==> src/rtl/fb_burst_writer.sv <==
// Write-side frame buffer master: buffers a word stream in a FIFO and issues
// fixed-length write bursts into the back buffer, flipping buffers per frame.
module fb_burst_writer #(
  parameter int            AN    = 24,
  parameter int            DN    = 16,
  parameter int            BURST = 8,
  parameter logic [AN-1:0] BASE  = 24'hf00000,
  parameter logic [AN-1:0] SWAP  = 24'hf80000,
  parameter int            WORDS = 384000
) (
  input  logic                       clkSYS,
  input  logic                       reset,
  input  logic [DN-1:0]              in_data,
  input  logic                       in_valid,
  output logic                       in_ready,
  input  logic                       restart,
  output logic                       req,
  output logic                       req_wr,
  output logic [AN-1:0]              req_addr,
  output logic [DN-1:0]              req_data,
  input  logic                       req_ack,
  output logic                       front,
  output logic                       frame_done,
  output logic [$clog2(2*BURST):0]   level
);

  localparam int DEPTH = 2 * BURST;
  localparam int PW    = $clog2(DEPTH);
  localparam int LW    = PW + 1;
  localparam int CW    = $clog2(BURST);
  localparam logic [AN-1:0] BURST_A = AN'(BURST);
  localparam logic [AN-1:0] WORDS_A = AN'(WORDS);

  typedef enum logic [1:0] {S_IDLE, S_BURST, S_STEP} state_t;

  state_t          state, state_nxt;
  logic [CW-1:0]   beat;
  logic [AN-1:0]   offset;
  logic            pend_restart;
  logic [DN-1:0]   mem [DEPTH];
  logic [PW-1:0]   wr_ptr, rd_ptr;
  logic            push, pop, flush, frame_end;

  assign req      = (state == S_BURST);
  assign req_wr   = req;
  assign req_data = mem[rd_ptr];
  assign in_ready = (level != LW'(DEPTH));
  assign pop      = req & req_ack;

  // A restart seen mid-burst is deferred to STEP so the arbiter still gets
  // exactly BURST words; the flush then replaces the normal STEP update.
  assign flush = (restart && state != S_BURST) || (state == S_STEP && pend_restart);
  assign push  = in_valid & in_ready & ~restart & ~flush;

  assign frame_end  = (state == S_STEP) && !restart && !pend_restart &&
                      (offset == WORDS_A - BURST_A);
  assign frame_done = frame_end;

  always_comb begin
    state_nxt = state;
    case (state)
      S_IDLE:  if (!restart && level >= LW'(BURST)) state_nxt = S_BURST;
      S_BURST: if (pop && beat == CW'(BURST - 1)) state_nxt = S_STEP;
      S_STEP:  state_nxt = S_IDLE;
      default: state_nxt = S_IDLE;
    endcase
  end

  // NOTE: the storage array has no reset; pointers and level define validity,
  // and leaving it unreset lets it map onto plain RAM.
  always_ff @(posedge clkSYS) begin
    if (push) mem[wr_ptr] <= in_data;
  end

  always_ff @(posedge clkSYS or posedge reset) begin
    if (reset) begin
      wr_ptr <= '0;
      rd_ptr <= '0;
      level  <= '0;
    end else if (flush) begin
      wr_ptr <= '0;
      rd_ptr <= '0;
      level  <= '0;
    end else begin
      if (push) wr_ptr <= wr_ptr + PW'(1);
      if (pop)  rd_ptr <= rd_ptr + PW'(1);
      case ({push, pop})
        2'b10:   level <= level + LW'(1);
        2'b01:   level <= level - LW'(1);
        default: level <= level;
      endcase
    end
  end

  always_ff @(posedge clkSYS or posedge reset) begin
    if (reset) begin
      state        <= S_IDLE;
      beat         <= '0;
      offset       <= '0;
      front        <= 1'b0;
      req_addr     <= SWAP;
      pend_restart <= 1'b0;
    end else begin
      state <= state_nxt;

      if (state == S_IDLE && state_nxt == S_BURST) begin
        req_addr <= (front ? BASE : SWAP) + offset;
        beat     <= '0;
      end else if (pop) begin
        beat <= beat + CW'(1);
      end

      if (restart && state == S_BURST) pend_restart <= 1'b1;

      if (state == S_STEP) begin
        pend_restart <= 1'b0;
        if (restart || pend_restart) begin
          offset <= '0;
        end else if (frame_end) begin
          offset <= '0;
          front  <= ~front;
        end else begin
          offset <= offset + BURST_A;
        end
      end else if (restart && state == S_IDLE) begin
        offset <= '0;
      end
    end
  end

endmodule

==> config.mk <==
export PLATFORM = sky130hd
export DESIGN_NAME = fb_burst_writer
export DESIGN_NICKNAME = d
export VERILOG_FILES = /design/src/rtl/fb_burst_writer.sv
export SDC_FILE = /design/constraint.sdc
export NUM_CORES = 1
export LEC_CHECK = 0
export CAP_MARGIN = 5
export CORE_MARGIN = 5
export CORE_UTILIZATION = 64
export DETAILED_ROUTE_END_ITERATION = 10
export PLACE_DENSITY_LB_ADDON = 0.08
export SLEW_MARGIN = 10
export SYNTH_ARGS = -nofsm -noshare
export SYNTH_HDL_FRONTEND = slang
export SYNTH_SLANG_ARGS = --single-unit
==> constraint.sdc <==
create_clock -name clkSYS -period 4.5 [get_ports clkSYS]
set_input_delay 1.125 -clock clkSYS [delete_from_list [all_inputs] [get_ports clkSYS]]
set_output_delay 1.125 -clock clkSYS [all_outputs]
set_load 0.01 [all_outputs]
* Yosys cells after proc, flatten, opt, wreduce, memory -nomap -nowiden *
Memory sizes are Yosys's and may differ from the RTL's.
Cells that the tools add are included.

word-level totals
  logic and storage cells = 77
  output and inout port bits = 50
  bits in writable memories = 256
  input port bits = 21
  memories kept = 1
  flip-flop bits (word level) = 68

memory list
  memory  depth  width  rd ports  clocked after Yosys merged registers in  wr ports  RTL line  source
  mem     16     16     1         0                                        1         40        logic [DN-1:0] mem [DEPTH];

operators by class
  reduce and logical (&&, ||, !) cells = 22
  multiplexer cells = 20
  bitwise logic cells = 8
  equality and inequality tests = 9
  $lt $le $gt $ge = 1
  $add $sub $neg = 7

operator list
  kind                                                                number
  2-to-1 mux 24 bit                                                   4
  adder 24 bit                                                        1
  adder 24 x 4 -> 24 bit (second input constant)                      1
  equality test 24 x 19 -> 1 bit (second input constant)              1
  2-to-1 mux 20 bit                                                   1
  2-to-1 mux 4 bit                                                    4
  logical AND 1 bit                                                   10
  case mux 5 bit (2 select lines)                                     1
  nonzero test 2 bit                                                  5
  adder 4 x 1 -> 4 bit (second input constant)                        2
  equality test 2 x 1 -> 1 bit (second input constant)                3
  2-to-1 mux 3 bit                                                    2
  adder 5 x 1 -> 5 bit (second input constant)                        1
  greater-or-equal comparator 5 x 4 -> 1 bit (second input constant)  1
  2-to-1 mux 5 bit                                                    1
  != test 5 bit (second input constant)                               1
  subtractor 5 x 1 -> 5 bit (second input constant)                   1
  AND 1 bit                                                           4
  equality test 2 bit (second input constant)                         2
  2-to-1 mux 1 bit                                                    4
  2-to-1 mux 2 bit                                                    2
  NOT 1 bit                                                           4
  case mux 2 bit (2 select lines)                                     1
  adder 3 x 1 -> 3 bit (second input constant)                        1
  other kinds (7)                                                     9

* Logic depth before layout (Yosys ltp) *
  word-level depth = 8
  gate-level depth with buffers = 12
  depth with buffers taken out = 10

* Worst setup path before layout *
Ideal clock, no wire load.

  path kind = input-to-output
  start point = input port restart
  end point = output port frame_done
  buffers on the path = 2
  required time = 3.375 ns
  stages on the path = 6
  data arrival time = 2.304 ns
  setup slack = 1.071 ns
  path through = buf_2 > or4b_1 > clkbuf_1 > nor2_1 > nand2_1 > nor2_1

on the way
  cells in the longest elaborated chain, start to end = 4

RTL lines
  item                             RTL line  source
  from (decl)                      16        input logic restart,
  logical NOT 1 bit                55        assign frame_end = (state == S_STEP) && !restart && !pend_restart &&
  logical AND 1 bit (3 in series)  55
  to (decl)                        23        output logic frame_done,

Every way passes these cells.

* Worst setup path after layout *
Same ends and word-level chain as after synthesis.

==> results.py <==
metrics = {
    "clocking": {
        "cts.path.max_buffers": 3,
        "cts-root-buf": "clkbuf_16",
        "clk_pin_slew_ps": 60,
        "clk_latency_ps": 550,
        "cts_setup_buffers": 0,
        "ctsHoldBuffers": 0,
        "cts_resized": 0,
        "cts_buffers": 30,
        "clock_sinks": 318,
        "cts_tree": "done",
        "h-tree-depth": 1,
    },
    "yosys": {
        "ys_types": 53,
        "synth_top_cell_by_area": "edfxtp_1",
        "yosysSeqAreaShare_pct": 72.0,
        "synth-simple-area-share_pct": 5.25,
        "ys_seq_elements": 318,
        "syn_inst": 682,
        "avgSynthCellArea_um2": 18.8,
        "synthesis.area_um2": 12800,
        "synthAdderAreaFrac_pct": 1.17,
        "synth-async-reset-ratio_pct": 19.5,
        "synth-compound-area-share_pct": 2.02,
        "synthFlopType": "edfxtp_1",
        "ys_warn_count": 0,
        "ys_top_cells_by_area": "edfxtp_1 60%, mux4_2 14%, dfrtp_1 11%",
        "synth-edff-count": 256,
        "muxShareOfSynthArea_pct": 15.6,
        "synth_most_common_cell": "edfxtp_1",
        "synth_top_area_share_pct": 59.9,
        "synth_top_family_by_area": "multiplexers",
        "synth_common_cells": "256 x edfxtp_1, 80 x mux4_2, 57 x dfrtp_1, 45 x nor2_1, 30 x nand2_1",
        "synth_xor_area_share_pct": 2.12,
    },
    "detailed_routing": {
        "drt_drc_violations_left": 0,
        "dr.first_iter.drc_count": 467,
        "totalWireLength_mm": 26.5,
        "vias": 6536,
        "viasPerCell": 6.20,
        "drtPass1Iterations": 4,
        "ant_nets": 0,
        "avgRoutedWirePerCell_um": 25.2,
    },
    "sta": {
        "period_share_pct": 94.2,
        "fin_setup_tns_ps": 0,
        "maxSlewHeadroom_pct": 24.3,
        "fmax_ghz": 0.236,
        "slew_violations": 0,
        "tightest_slew_ps": 1140,
        "skew_ps": 8.45,
        "fin_crit_ps": 4240,
        "grt_setup_unrepaired": "no",
        "finalHoldViolCount": 0,
        "final.setup.worst_slack_ps": 262,
        "holdWs_ps": 507,
        "setup_viol": 0,
    },
    "placement": {
        "dp_hpwl_mm": 14.7,
        "port_buffers": 67,
        "place_ws_ps": 252,
        "place_congestion": 0.817,
    },
    "floorplanning": {
        "core-area_um2": 19600,
        "die_w_um": 152,
        "num_rows": 51,
        "start_util_pct": 65.5,
        "die-area_um2": 23000,
        "boundaryPins": 71,
        "die_h_um": 152,
    },
    "worst_setup_path": {
        "cp.buffers_inverters": 2,
        "endpoint_kind": "output pin",
        "crit_fanout": 2,
        "cp_slowest_cell": "clkdlybuf4s50_1",
        "cp.required_ps": 3380,
        "critPathKind": "input port to output pin",
        "crit_path_start_kind": "input port",
        "crit_chain": "clkdlybuf4s50_1 > or4b_1 > nor2_1 > nand2_1 > nor2_1 > clkdlybuf4s50_1",
        "slowest_delay_ps": 590,
        "cp.arrival_ps": 3110,
        "critical_path.top_delay_family": "buffers and inverters",
    },
    "global_route": {
        "grt_overflow": 0,
        "grt_pass1_wl_mm": 41.3,
        "grt.total_usage_pct": 24.3,
        "antenna_found_initial": 0,
        "grt_pass1_vias": 7037,
        "grt_max_degree": 68,
    },
    "pwr": {
        "p_leak_nw": 5.06,
        "seqPwrFrac_pct": 43.8,
        "p_clk_share_pct": 30.5,
        "power_frac_comb_pct": 25.7,
        "total_power_w": 0.00805,
        "p_sw_share_pct": 26.5,
        "internal_power_w": 0.00592,
        "netSwitchingPower_w": 0.00213,
        "peakVddDrop_mv": 0.425,
        "p_per_area_nw_per_um2": 545,
    },
    "hold_path": {
        "hold_path.class": "flip-flop to flip-flop",
    },
    "final_layout": {
        "n_antenna_cell": 0,
        "fin_util_pct": 75.4,
        "drive_above_1_share_pct": 22.1,
        "n_fill_cell": 1120,
        "area_growth_pct": 15.1,
        "nNetsFinal": 799,
    },
    "status": {
        "status": "finished clean",
    },
    "run": {
        "max_cap_violations": 0,
    },
}
==> placed cells by master, fill, tap and decap left out, drive strengths merged, types with 4 or more instances in the layout <==
master / Yosys / layout
a21o: 4 / 4
nand3: 8 / 8
a21oi: 11 / 11
clkdlybuf4s50: 0 / 67
xor2: 15 / 15
clkbuf: 16 / 35
inv: 16 / 16
nand2: 30 / 30
edfxtp: 256 / 256
nor2: 45 / 45
and2: 14 / 14
buf: 17 / 16
nor2b: 4 / 4
mux4: 80 / 80
dfrtp: 57 / 57
nand4: 6 / 6
nor4: 5 / 5
clkinv: 0 / 15
nor3: 5 / 5
dfstp: 5 / 5
ha: 12 / 12
o21ai: 12 / 12
xnor2: 16 / 16
mux2: 17 / 17
==> metrics by stage <==
step,cells,area (um2)
after floorplan,684,12800
after global placement,999,13800
after detailed placement,999,13800
after CTS,1054,14800
after global routing,1054,14800
final,1054,14800
==> cell type report <==
cell class              count  area (um2)  area share [%]
flip-flops and latches    318        9250            62.6
repair buffers             83         803            5.44
clock inverters            20         166            1.13
well taps                 265         332            2.24
inverters                  16        60.1           0.406
multi-input cells         317        3370            22.8
clock buffers              35         791            5.35
==> kinds of logic (layout without fill, tap and decap cells) <==
logic type | after synthesis | in the layout
buffers and inverters | 49 | 154
multiplexers | 98 | 98
adder cells (fa/ha/maj) | 12 | 12
AO/OA/AOI/OAI | 39 | 39
other | 1 | 3
XOR/XNOR | 31 | 31
flip-flops | 318 | 318
AND/OR/NAND/NOR | 134 | 134
==> state kept, by name (all words and copies together), names as in the netlist <==
name	count
mem	256
offset	21
req_addr	21
level	5
rd_ptr	4
wr_ptr	4
beat	3
state	2
front	1
pend_restart	1
==> power groups by stage <==
| stage | Clock [W] | Sequential, W | Combinational (W) |
|---|---|---|---|
| 2_1_floorplan | 0 | 0.00351 | 0.00140 |
| 3_3_place_gp | 0 | 0.00357 | 0.00204 |
| 3_5_place_dp | 0 | 0.00358 | 0.00208 |
| 4_1_cts | 0.00249 | 0.00352 | 0.00210 |
| 5_1_grt | 0.00264 | 0.00354 | 0.00223 |
| 6_report | 0.00246 | 0.00352 | 0.00207 |
==> metal layers <==
metal	track usage, %	vias to the layer above	part of all wire, %
met5	0	-	0
met4	6.29	0	2.1
met3	3.84	50	7.3
met2	42.0	261	53
met1	33.0	3387	38
li1	-	2838	-
==> path summary, 6_finish.rpt <==
path	startpoint	endpoint	slack (ps)	depth (start not counted)
min in group asynchronous	reset	pend_restart	1090	2
worst min register to register	req_addr[16]	req_addr[16]	510	1
worst max-delay path	restart	frame_done	260	6
max in group asynchronous	reset	offset[11]	2620	3
worst max register to register	level[1]	level[4]	1640	10
worst min-delay path	req_addr[16]	req_addr[16]	510	1
No activity file was read; power rests on OpenSTA's default activity.
